===== src/rtl/acc_serial_tx_if.sv =====
// Bus between the accumulator side and the serial transmitter.
// Carries the accumulator value, the control word and the transmitter status.
interface acc_serial_tx_if;
    logic [7:0]  ACC_out;
    logic [15:0] control;
    logic        tx;
    logic        busy;
    logic        done;
    logic        overrun;

    // Driver of ACC_out/control (accumulator/controller side).
    modport master (
        output ACC_out,
        output control,
        input  tx,
        input  busy,
        input  done,
        input  overrun
    );

    // The transmitter itself.
    modport slave (
        input  ACC_out,
        input  control,
        output tx,
        output busy,
        output done,
        output overrun
    );
endinterface


===== src/rtl/acc_serial_tx.sv =====
// Accumulator output-port transmitter.
// On control[OUT_BIT] while idle, snapshots ACC_out and sends an async frame:
// start, 8 data bits LSB-first, optional even parity, stop. Line idles high.
// Optional feature macro: ACC_TX_PARITY_EN adds the even-parity bit (11 bit times).
module acc_serial_tx #(
    parameter int unsigned CLKS_PER_BIT = 16,
    parameter int unsigned OUT_BIT      = 14
) (
    input  logic               clk,
    input  logic               reset,
    acc_serial_tx_if.slave     bus
);

    localparam int unsigned    BaudW    = (CLKS_PER_BIT > 1) ? $clog2(CLKS_PER_BIT) : 1;
    localparam logic [BaudW-1:0] BaudLast = BaudW'(CLKS_PER_BIT - 1);

    typedef enum logic [2:0] {
        StIdle,
        StStart,
        StData,
`ifdef ACC_TX_PARITY_EN
        StParity,
`endif
        StStop
    } state_t;

    state_t            state_q;
    logic [BaudW-1:0]  baud_q;
    logic [2:0]        bit_q;
    logic [7:0]        data_q;

    logic req;
    logic bit_end;

    assign req     = bus.control[OUT_BIT];
    assign bit_end = (baud_q == BaudLast);

    // Frame sequencer; every output is registered and set for the state being entered.
    always_ff @(posedge clk or posedge reset) begin
        if (reset) begin
            state_q     <= StIdle;
            baud_q      <= '0;
            bit_q       <= '0;
            data_q      <= '0;
            bus.tx      <= 1'b1;
            bus.busy    <= 1'b0;
            bus.done    <= 1'b0;
            bus.overrun <= 1'b0;
        end else begin
            bus.done <= 1'b0;

            // Any request seen mid-frame is dropped but remembered until reset.
            if (state_q != StIdle && req) begin
                bus.overrun <= 1'b1;
            end

            // Baud counter only runs inside a frame and wraps at each bit boundary.
            if (state_q != StIdle) begin
                baud_q <= bit_end ? '0 : baud_q + BaudW'(1);
            end

            case (state_q)
                StIdle: begin
                    if (req) begin
                        data_q   <= bus.ACC_out;
                        state_q  <= StStart;
                        bus.tx   <= 1'b0;
                        bus.busy <= 1'b1;
                    end
                end
                StStart: begin
                    if (bit_end) begin
                        state_q <= StData;
                        bit_q   <= '0;
                        bus.tx  <= data_q[0];
                    end
                end
                StData: begin
                    if (bit_end) begin
                        if (bit_q == 3'd7) begin
`ifdef ACC_TX_PARITY_EN
                            state_q <= StParity;
                            bus.tx  <= ^data_q;
`else
                            state_q <= StStop;
                            bus.tx  <= 1'b1;
`endif
                        end else begin
                            bit_q  <= bit_q + 3'd1;
                            bus.tx <= data_q[bit_q + 3'd1];
                        end
                    end
                end
`ifdef ACC_TX_PARITY_EN
                StParity: begin
                    if (bit_end) begin
                        state_q <= StStop;
                        bus.tx  <= 1'b1;
                    end
                end
`endif
                StStop: begin
                    if (bit_end) begin
                        state_q  <= StIdle;
                        bus.tx   <= 1'b1;
                        bus.busy <= 1'b0;
                        bus.done <= 1'b1;
                    end
                end
                default: begin
                    state_q  <= StIdle;
                    baud_q   <= '0;
                    bus.tx   <= 1'b1;
                    bus.busy <= 1'b0;
                end
            endcase
        end
    end

endmodule

===== src/flat_wrapper.sv =====
// flat-port wrapper written by rule: the top's interface ports become plain ports
module acc_serial_tx_flat 
#(
    parameter int unsigned CLKS_PER_BIT = 16,
    parameter int unsigned OUT_BIT      = 14
)
  (clk, reset, bus_ACC_out, bus_control, bus_tx, bus_busy, bus_done, bus_overrun);
  acc_serial_tx_if bus_i ();
  input  logic clk;
  input  logic reset;
  input wire logic [$bits(bus_i.ACC_out)-1:0] bus_ACC_out;
  input wire logic [$bits(bus_i.control)-1:0] bus_control;
  output wire logic [$bits(bus_i.tx)-1:0] bus_tx;
  output wire logic [$bits(bus_i.busy)-1:0] bus_busy;
  output wire logic [$bits(bus_i.done)-1:0] bus_done;
  output wire logic [$bits(bus_i.overrun)-1:0] bus_overrun;
  assign bus_i.ACC_out = bus_ACC_out;
  assign bus_i.control = bus_control;
  assign bus_tx = bus_i.tx;
  assign bus_busy = bus_i.busy;
  assign bus_done = bus_i.done;
  assign bus_overrun = bus_i.overrun;
  acc_serial_tx #(.CLKS_PER_BIT(CLKS_PER_BIT), .OUT_BIT(OUT_BIT)) u_core (.clk(clk), .reset(reset), .bus(bus_i));
endmodule

===== config.mk =====
export PLATFORM = sky130hd
export DESIGN_NAME = acc_serial_tx_flat
export DESIGN_NICKNAME = d
export VERILOG_FILES = /design/src/rtl/acc_serial_tx_if.sv /design/src/rtl/acc_serial_tx.sv /design/src/flat_wrapper.sv
export SDC_FILE = /design/constraint.sdc
export NUM_CORES = 1
export LEC_CHECK = 0
export ABC_AREA = 0
export BUFFER_PORTS_ARGS = -buffer_cell sky130_fd_sc_hd__buf_2
export CORE_ASPECT_RATIO = 1.5
export CORE_MARGIN = 1
export CORE_UTILIZATION = 45
export CTS_CLUSTER_DIAMETER = 40
export DETAILED_ROUTE_END_ITERATION = 10
export PLACE_DENSITY = 0.71
export SLEW_MARGIN = 15
export SYNTH_ARGS = -nofsm -noshare
export SYNTH_HDL_FRONTEND = slang
export SYNTH_SLANG_ARGS = --single-unit

===== constraint.sdc =====
create_clock -name clk -period 2.23 [get_ports clk]
set_clock_uncertainty 0.05 [all_clocks]
set_input_delay 0 -clock clk [delete_from_list [all_inputs] [get_ports clk]]
set_output_delay 0 -clock clk [all_outputs]
set_load 0.02 [all_outputs]

==> impl_results.md, run 1 <==
- Fraction of power consumed by combinational cells: under 10%
- Power Internal: 468 uW
- Die area: approximately 0.0025 sq mm
- Hold Vio Cnt, Final: 0
- Crit path kind: reg -> reg
- Worst stage delay on the critical path: 0.57 ns
- Setup repair bufs after CTS: 0
- Cts repair resizes: 0
- Number of warnings printed during yosys synthesis: 0
- DRC viols: 0
- Fin Setup TNS: 0 ns
- Global route total overflow: 0
- Sequential-to-total area share from yosys stat: 50.3%
- DRC marker count from the first detailed-route iteration: 10
- Worst slew margin relative to its limit: 47.4%
- Synth cell types: 26
- Number of synthesized register bits: 21
- Transition time of the tightest slew-check pin: 0.789 ns
- TritonRoute pass-1 iters: 3
- Average footprint of a synthesized cell: 12.9 sq um
- Routability-driven placement congestion ratio: 0.814
- Max-capacitance violation count: 0
- Post-DRT Antenna Nets: 0
- Seq pwr share: 64.5%
- Final-report max-slew violation count: 0
- HPWL Detailed: 1.29 mm
- Post-synth design cell area: 0.00105 sq mm
- CTS Hold Buffers Added: 10
- Std-Cell Core Area: 0.00221 sq mm
- Number of buffers created by CTS: 3
- Clock-pin slew on the worst setup and hold paths: 0.11 ns
- Standard-cell row count: 21
- DP Area: ~0.0011 sq mm
- CTS tree: done
- Root buffer cell: clkbuf_4
- Worst min-delay path class: in -> async
- Number of nets in the finished design: 145
- Unrepaired setup endpoints after global routing: false
- Most common cell after layout, fill and taps aside: dfrtp_1
- Initial antenna violation count: 0
- Number of placed I/O pins: 30
- Clock Tree Buf Depth: 2
- Initial standard-cell utilization of the core: 47.4%
- First-pass GRT wire length: 3.16 mm
- Area Growth Syn to Fin: 21.5%
- Peak fanout along the critical path: 3
- Sw Share: 20.7%
- Period Utilization, post-route: between 80% and 90%
- Fin area: 0.00127 sq mm
- Peak VDD IR: 501 uV
- Source-to-sink clock delay at the later pin of the worst-skew pair: 0.30 ns
- Fin cells: 132
- Total global-route track usage: about a fifth
- Depth of the CTS H-tree: 1
- Critical Path Source Type: register
- Total Routed Length: 1.77 mm
- Total power density per cell area: 464 mW/mm^2
- Setup slack after placement: 0.307 ns
- Smallest setup slack after layout: slightly below 0.3 ns
- Highest clock frequency the design can meet: 516 MHz
- Net count after synthesis: 116
- Detailed-route vias per instance: 5.36
- Crit. End Element: register
- Leakage power summed over all cells: 0.640 nW
- Chip width: 41.4 um
- Data required time of the worst path: roughly 2.4 ns
- Cell count after synthesis: 81
- Total of buffers placed on input and output ports: 14
- Share of post-route cells with drive strength above 1: 29.4%
- Status: complete, no violations
- Via count of the first global-routing pass: 714
- Total instance count after detailed placement: 118
- Diodes inserted: 0
- WP data arrival: roughly 2.1 ns
- # clock sinks: 21
- Number of fill cells: between 150 and 200
- Final routed wire length divided by cell count: 13.4 um
- Library cell contributing the largest single delay on the critical path: mux4_1
- Cell taking the most area after synthesis: dfrtp_1
- Switching power of the nets: 122 uW
- Area contributors post-synth: dfrtp_1 (48%), mux2_2 (13%), ha_1 (11%)
- Setup-violating endpoint count in the final report: 0
- Proportion of netlist area held by the largest area contributor: 47.8%
- Maximum number of pins on one net before global-route repair: 22
- Sequence of cells on the critical path: ha_1 > mux4_1 > mux2_2 > o21ai_2 > a21oi_1
- Commonest cells after routing, fill and taps aside: dfrtp_1 (20), buf_2 (14), mux2_2 (12)
- Chip Height: 61.1 um
- Part of the power in the clock network: 30.3%
- Power consumption: just under 600 uW
- Clock period minus worst slack: 1.94 ns
- Vias post-DR: between 700 and 800
state kept, by name (all words and copies together), names as in the netlist:
| register | cells |
|---|---|
| u_core.bus.tx | 1 |
| u_core.state_q | 2 |
| u_core.bus.overrun | 1 |
| u_core.bus.done | 1 |
| u_core.bus.busy | 1 |
| u_core.data_q | 8 |
| u_core.bit_q | 3 |
| u_core.baud_q | 4 |
through the flow:
step | hold WS [ns] | util (%)
2_1_floorplan | -0.0742 | -
3_3_place_gp | 0.114 | 51.9
3_5_place_dp | 0.127 | 51.9
4_1_cts | 0.343 | 57.7
5_1_grt | 0.410 | 57.7
6_report | 0.331 | 57.7
kinds of logic (layout without fill, tap and decap cells):
kind of cell    after synthesis  in the layout  share of synthesized area (%)
compound gates               17             17                           10.8
fa+ha+maj                     9              9                           10.8
flops                        21             21                           50.3
xor+xnor                      1              1                          0.836
mux                          15             15                           18.9
buf+inv                       4             32                           1.43
simple gates                 14             14                           7.05
worst max-delay path: cells and delay by family (launching register included):
kind	cells	cell delay, ns
mux	2	0.86
flops	1	0.42
fa+ha+maj	1	0.37
compound gates	2	0.18
path summary, 6_finish.rpt:
check                                        start                 end  slack [ns]  depth (start not counted)
worst max register to register     u_core.bit_q[0]       u_core.bus.tx        0.29                          5
max in group asynchronous                    reset    u_core.data_q[6]        1.31                          3
worst max-delay path               u_core.bit_q[0]       u_core.bus.tx        0.29                          5
worst min register to register  u_core.bus.overrun  u_core.bus.overrun        0.41                          1
min in group clk                u_core.bus.overrun  u_core.bus.overrun        0.41                          1
worst min-delay path                         reset    u_core.data_q[2]        0.33                          3
metal layers:
| layer | vias to the layer above | global-route usage [%] | wire length, um |
|---|---|---|---|
| met2 | 8 | 32.4 | 959 |
| met1 | 343 | 22.1 | 756 |
| met5 | - | 0 | 0 |
| li1 | 354 | - | - |
| met3 | 2 | 3.25 | 26 |
| met4 | 0 | 6.91 | 22 |
power by group through the flow:
stage | Combinational, mW | Sequential [mW] | Clock, mW
after floorplan | 0.00586 | 0.388 | 0
after global placement | 0.0161 | 0.388 | 0
after detailed placement | 0.0169 | 0.388 | 0
after CTS | 0.0303 | 0.381 | 0.184
after global routing | 0.0347 | 0.381 | 0.198
final | 0.0303 | 0.381 | 0.179
cell usage after synthesis:
master,count
nor3_1,2
nand2b_1,2
inv_1,4
a22o_1,1
xnor2_1,1
o31ai_1,1
a21oi_1,6
nor2b_1,2
mux4_1,2
a22o_2,1
o21ai_2,1
ha_1,9
o21ai_0,2
o32ai_1,1
dfstp_2,1
and3_1,2
nor2_1,2
and2_1,1
a21o_1,2
a211oi_1,1
nand3_1,1
mux2i_1,1
dfrtp_1,20
nand2_1,2
o22ai_1,1
mux2_2,12
cell type report:
cell class                      count  area (sq um)  share of cell area (%)
Sequential cell                    21           527                    41.4
Timing Repair Buffer               24           170                    13.4
Tap cell                           23          28.8                    2.26
Clock buffer                        4          26.3                    2.06
Multi-Input combinational cell     56           505                    39.7
Inverter                            4          15.0                    1.18
No activity file was read; power rests on OpenSTA's default activity.
==> run 2, diff against run 1 <==
--- a/config.mk
+++ b/config.mk
@@ -9,10 +9,10 @@
 export BUFFER_PORTS_ARGS = -buffer_cell sky130_fd_sc_hd__buf_2
 export CORE_ASPECT_RATIO = 1.5
 export CORE_MARGIN = 1
-export CORE_UTILIZATION = 45
+export CORE_UTILIZATION = 30
 export CTS_CLUSTER_DIAMETER = 40
+export CTS_CLUSTER_SIZE = 10
 export DETAILED_ROUTE_END_ITERATION = 10
-export PLACE_DENSITY = 0.71
 export SLEW_MARGIN = 15
 export SYNTH_ARGS = -nofsm -noshare
 export SYNTH_HDL_FRONTEND = slang
==> run 2 against run 1 <==
  * Fmax grew 0.34%
  * Combinational power down 2%
  * Utilization decreased by 17 points
  * Highest routed layer unchanged
  * Total power is 11% higher
  * Register-to-register slack hardly changed
  * Cell count up 13%
  * Critical endpoint unchanged
  * First-iteration DRC count up 50%
  * Worst setup slack better by 0.0066 ns
  * Non-clock buffer count is the same
  * Final area is 3.2% higher
  * Via count increased by 0.28%
  * Clock power grew 36%
==> impl_results.md, run 2 (same netlist as run 1, synthesis figures left out) <==
- Chip Height: 74.4 um (was 61.1 um)
- Power consumption: 655 uW (was 590 uW)
- TritonRoute pass-1 iters: 4 (was 3)
- CTS tree: done (unchanged)
- Worst stage delay on the critical path: 0.57 ns (about the same)
- Post-DRT Antenna Nets: 0 (unchanged)
- Number of placed I/O pins: 30 (unchanged)
- Initial standard-cell utilization of the core: 32.2% (was 47.4%)
- Crit. End Element: register (unchanged)
- Fin Setup TNS: 0 ns (unchanged)
- CTS Hold Buffers Added: 10 (unchanged)
- Total of buffers placed on input and output ports: 14 (unchanged)
- Std-Cell Core Area: 0.00325 sq mm (was 0.00221 sq mm)
- Worst min-delay path class: in -> async (unchanged)
- Transition time of the tightest slew-check pin: 0.777 ns (was 0.789 ns)
- Initial antenna violation count: 0 (unchanged)
- HPWL Detailed: 1.41 mm (was 1.29 mm)
- # clock sinks: 21 (unchanged)
- Crit path kind: reg -> reg (unchanged)
- Die area: 0.00374 sq mm (was 0.00253 sq mm)
- Library cell contributing the largest single delay on the critical path: mux4_1 (unchanged)
- Leakage power summed over all cells: 0.651 nW (was 0.640 nW)
- Commonest cells after routing, fill and taps aside: dfrtp_1 (20), buf_2 (14), mux2_2 (12) (unchanged)
- Smallest setup slack after layout: 0.300 ns (was 0.294 ns)
- Most common cell after layout, fill and taps aside: dfrtp_1 (unchanged)
- Clock-pin slew on the worst setup and hold paths: 0.08 ns (was 0.11 ns)
- Number of nets in the finished design: 145 (unchanged)
- Detailed-route vias per instance: 4.76 (was 5.36)
- Data required time of the worst path: 2.37 ns (was 2.41 ns)
- Setup repair bufs after CTS: 0 (unchanged)
- Highest clock frequency the design can meet: 518 MHz (was 516 MHz)
- Global route total overflow: 0 (unchanged)
- Critical Path Source Type: register (unchanged)
- Via count of the first global-routing pass: 788 (was 714)
- Cts repair resizes: 0 (unchanged)
- Depth of the CTS H-tree: 1 (unchanged)
- Number of buffers created by CTS: 3 (unchanged)
- Maximum number of pins on one net before global-route repair: 22 (unchanged)
- Clock Tree Buf Depth: 2 (unchanged)
- Standard-cell row count: 25 (was 21)
- Max-capacitance violation count: 0 (unchanged)
- Chip width: 50.2 um (was 41.4 um)
- Total Routed Length: 1.89 mm (was 1.77 mm)
- Flip-flop count of the largest register, all copies and words added: 8 (unchanged)
- Setup-violating endpoint count in the final report: 0 (unchanged)
- Status: complete, no violations (unchanged)
- Share of post-route cells with drive strength above 1: 30.3% (was 29.4%)
- Registers with the most flip-flops: u_core.data_q: 8 flops, u_core.baud_q: 4 flops, u_core.bit_q: 3 flops (unchanged)
- Final-report max-slew violation count: 0 (unchanged)
- Total power density per cell area: 498 mW/mm^2 (was 464 mW/mm^2)
- Period Utilization, post-route: 86.5% (was 86.8%)
- DRC marker count from the first detailed-route iteration: 15 (was 10)
- Hold Vio Cnt, Final: 0 (unchanged)
- Vias post-DR: 709 (was 707)
- Root buffer cell: clkbuf_8 (was clkbuf_4)
- Diodes inserted: 0 (unchanged)
- Total instance count after detailed placement: 135 (was 118)
- First-pass GRT wire length: 3.29 mm (was 3.16 mm)
- Sequential cell area: 527 sq um (unchanged)
- Routability-driven placement congestion ratio: 0.896 (was 0.814)
- Biggest register: u_core.data_q (unchanged)
- Setup slack after placement: 0.294 ns (was 0.307 ns)
- Area Growth Syn to Fin: 25.4% (was 21.5%)
- Sequence of cells on the critical path: ha_1 > mux4_1 > mux2_2 > o21ai_2 > a21oi_1 (unchanged)
- Peak VDD IR: 373 uV (was 501 uV)
- Unrepaired setup endpoints after global routing: false (unchanged)
- Clock period minus worst slack: 1.93 ns (was 1.94 ns)
- Total global-route track usage: 12.0% (was 18.7%)
- Worst slew margin relative to its limit: 48.1% (was 47.4%)
- Fin cells: 149 (was 132)
- Peak fanout along the critical path: 3 (unchanged)
- Source-to-sink clock delay at the later pin of the worst-skew pair: 0.26 ns (was 0.30 ns)
- Final routed wire length divided by cell count: 12.7 um (was 13.4 um)
- Number of fill cells: 325 (was 194)
- WP data arrival: 2.06 ns (was 2.12 ns)
- DRC viols: 0 (unchanged)
- Area of combinational cells with multiple inputs: 505 sq um (unchanged)
run 2: area by class of cell:
class	count	area share, %
clock buffer	3	3.14
clock inverter	1	0.381
inverter	4	1.14
multi-input combinational	56	38.5
sequential	21	40.1
tap	40	3.81
timing repair buffer	24	13.0
run 2: stage by stage:
| stage | instance area [sq um] | util, % | hold slack, ns |
|---|---|---|---|
| final | 1310 | 40.4 | 0.374 |
| after global routing | 1310 | 40.4 | 0.432 |
| after CTS | 1310 | 40.4 | 0.412 |
| after detailed placement | 1170 | 35.9 | 0.147 |
| after global placement | 1170 | 35.9 | 0.130 |
| after floorplan | 1050 | - | -0.0742 |
run 2: worst paths after layout:
check / startpoint / to / slack, ns / cells after the start
worst min-delay path: reset / u_core.bit_q[2] / 0.37 / 3
worst min register to register: u_core.bus.overrun / u_core.bus.overrun / 0.41 / 1
min in group clk: u_core.bus.overrun / u_core.bus.overrun / 0.41 / 1
worst max-delay path: u_core.bit_q[0] / u_core.bus.tx / 0.30 / 5
max in group asynchronous: reset / u_core.bit_q[1] / 1.27 / 3
worst max register to register: u_core.bit_q[0] / u_core.bus.tx / 0.30 / 5
run 2: layer usage:
layer	routed length, um	global-route usage [%]	up-vias
li1	-	-	351
met1	765	11.9	345
met2	1060	22.4	11
met3	36	2.04	2
met4	30	8.25	0
met5	0	0	-
run 2: critical path: cells and delay by family (launching register included):
kind	cells	cell delay, ns
compound gates	2	0.18
mux	2	0.86
flops	1	0.41
fa+ha+maj	1	0.37
run 2: report_power, final:
part                  switching [mW]  leakage [nW]  total, mW  internal (mW)
combinational                 0.0120         0.355     0.0297         0.0177
clock                          0.120        0.0255      0.244          0.124
sequential     0.0000000000000000367         0.270      0.381          0.381
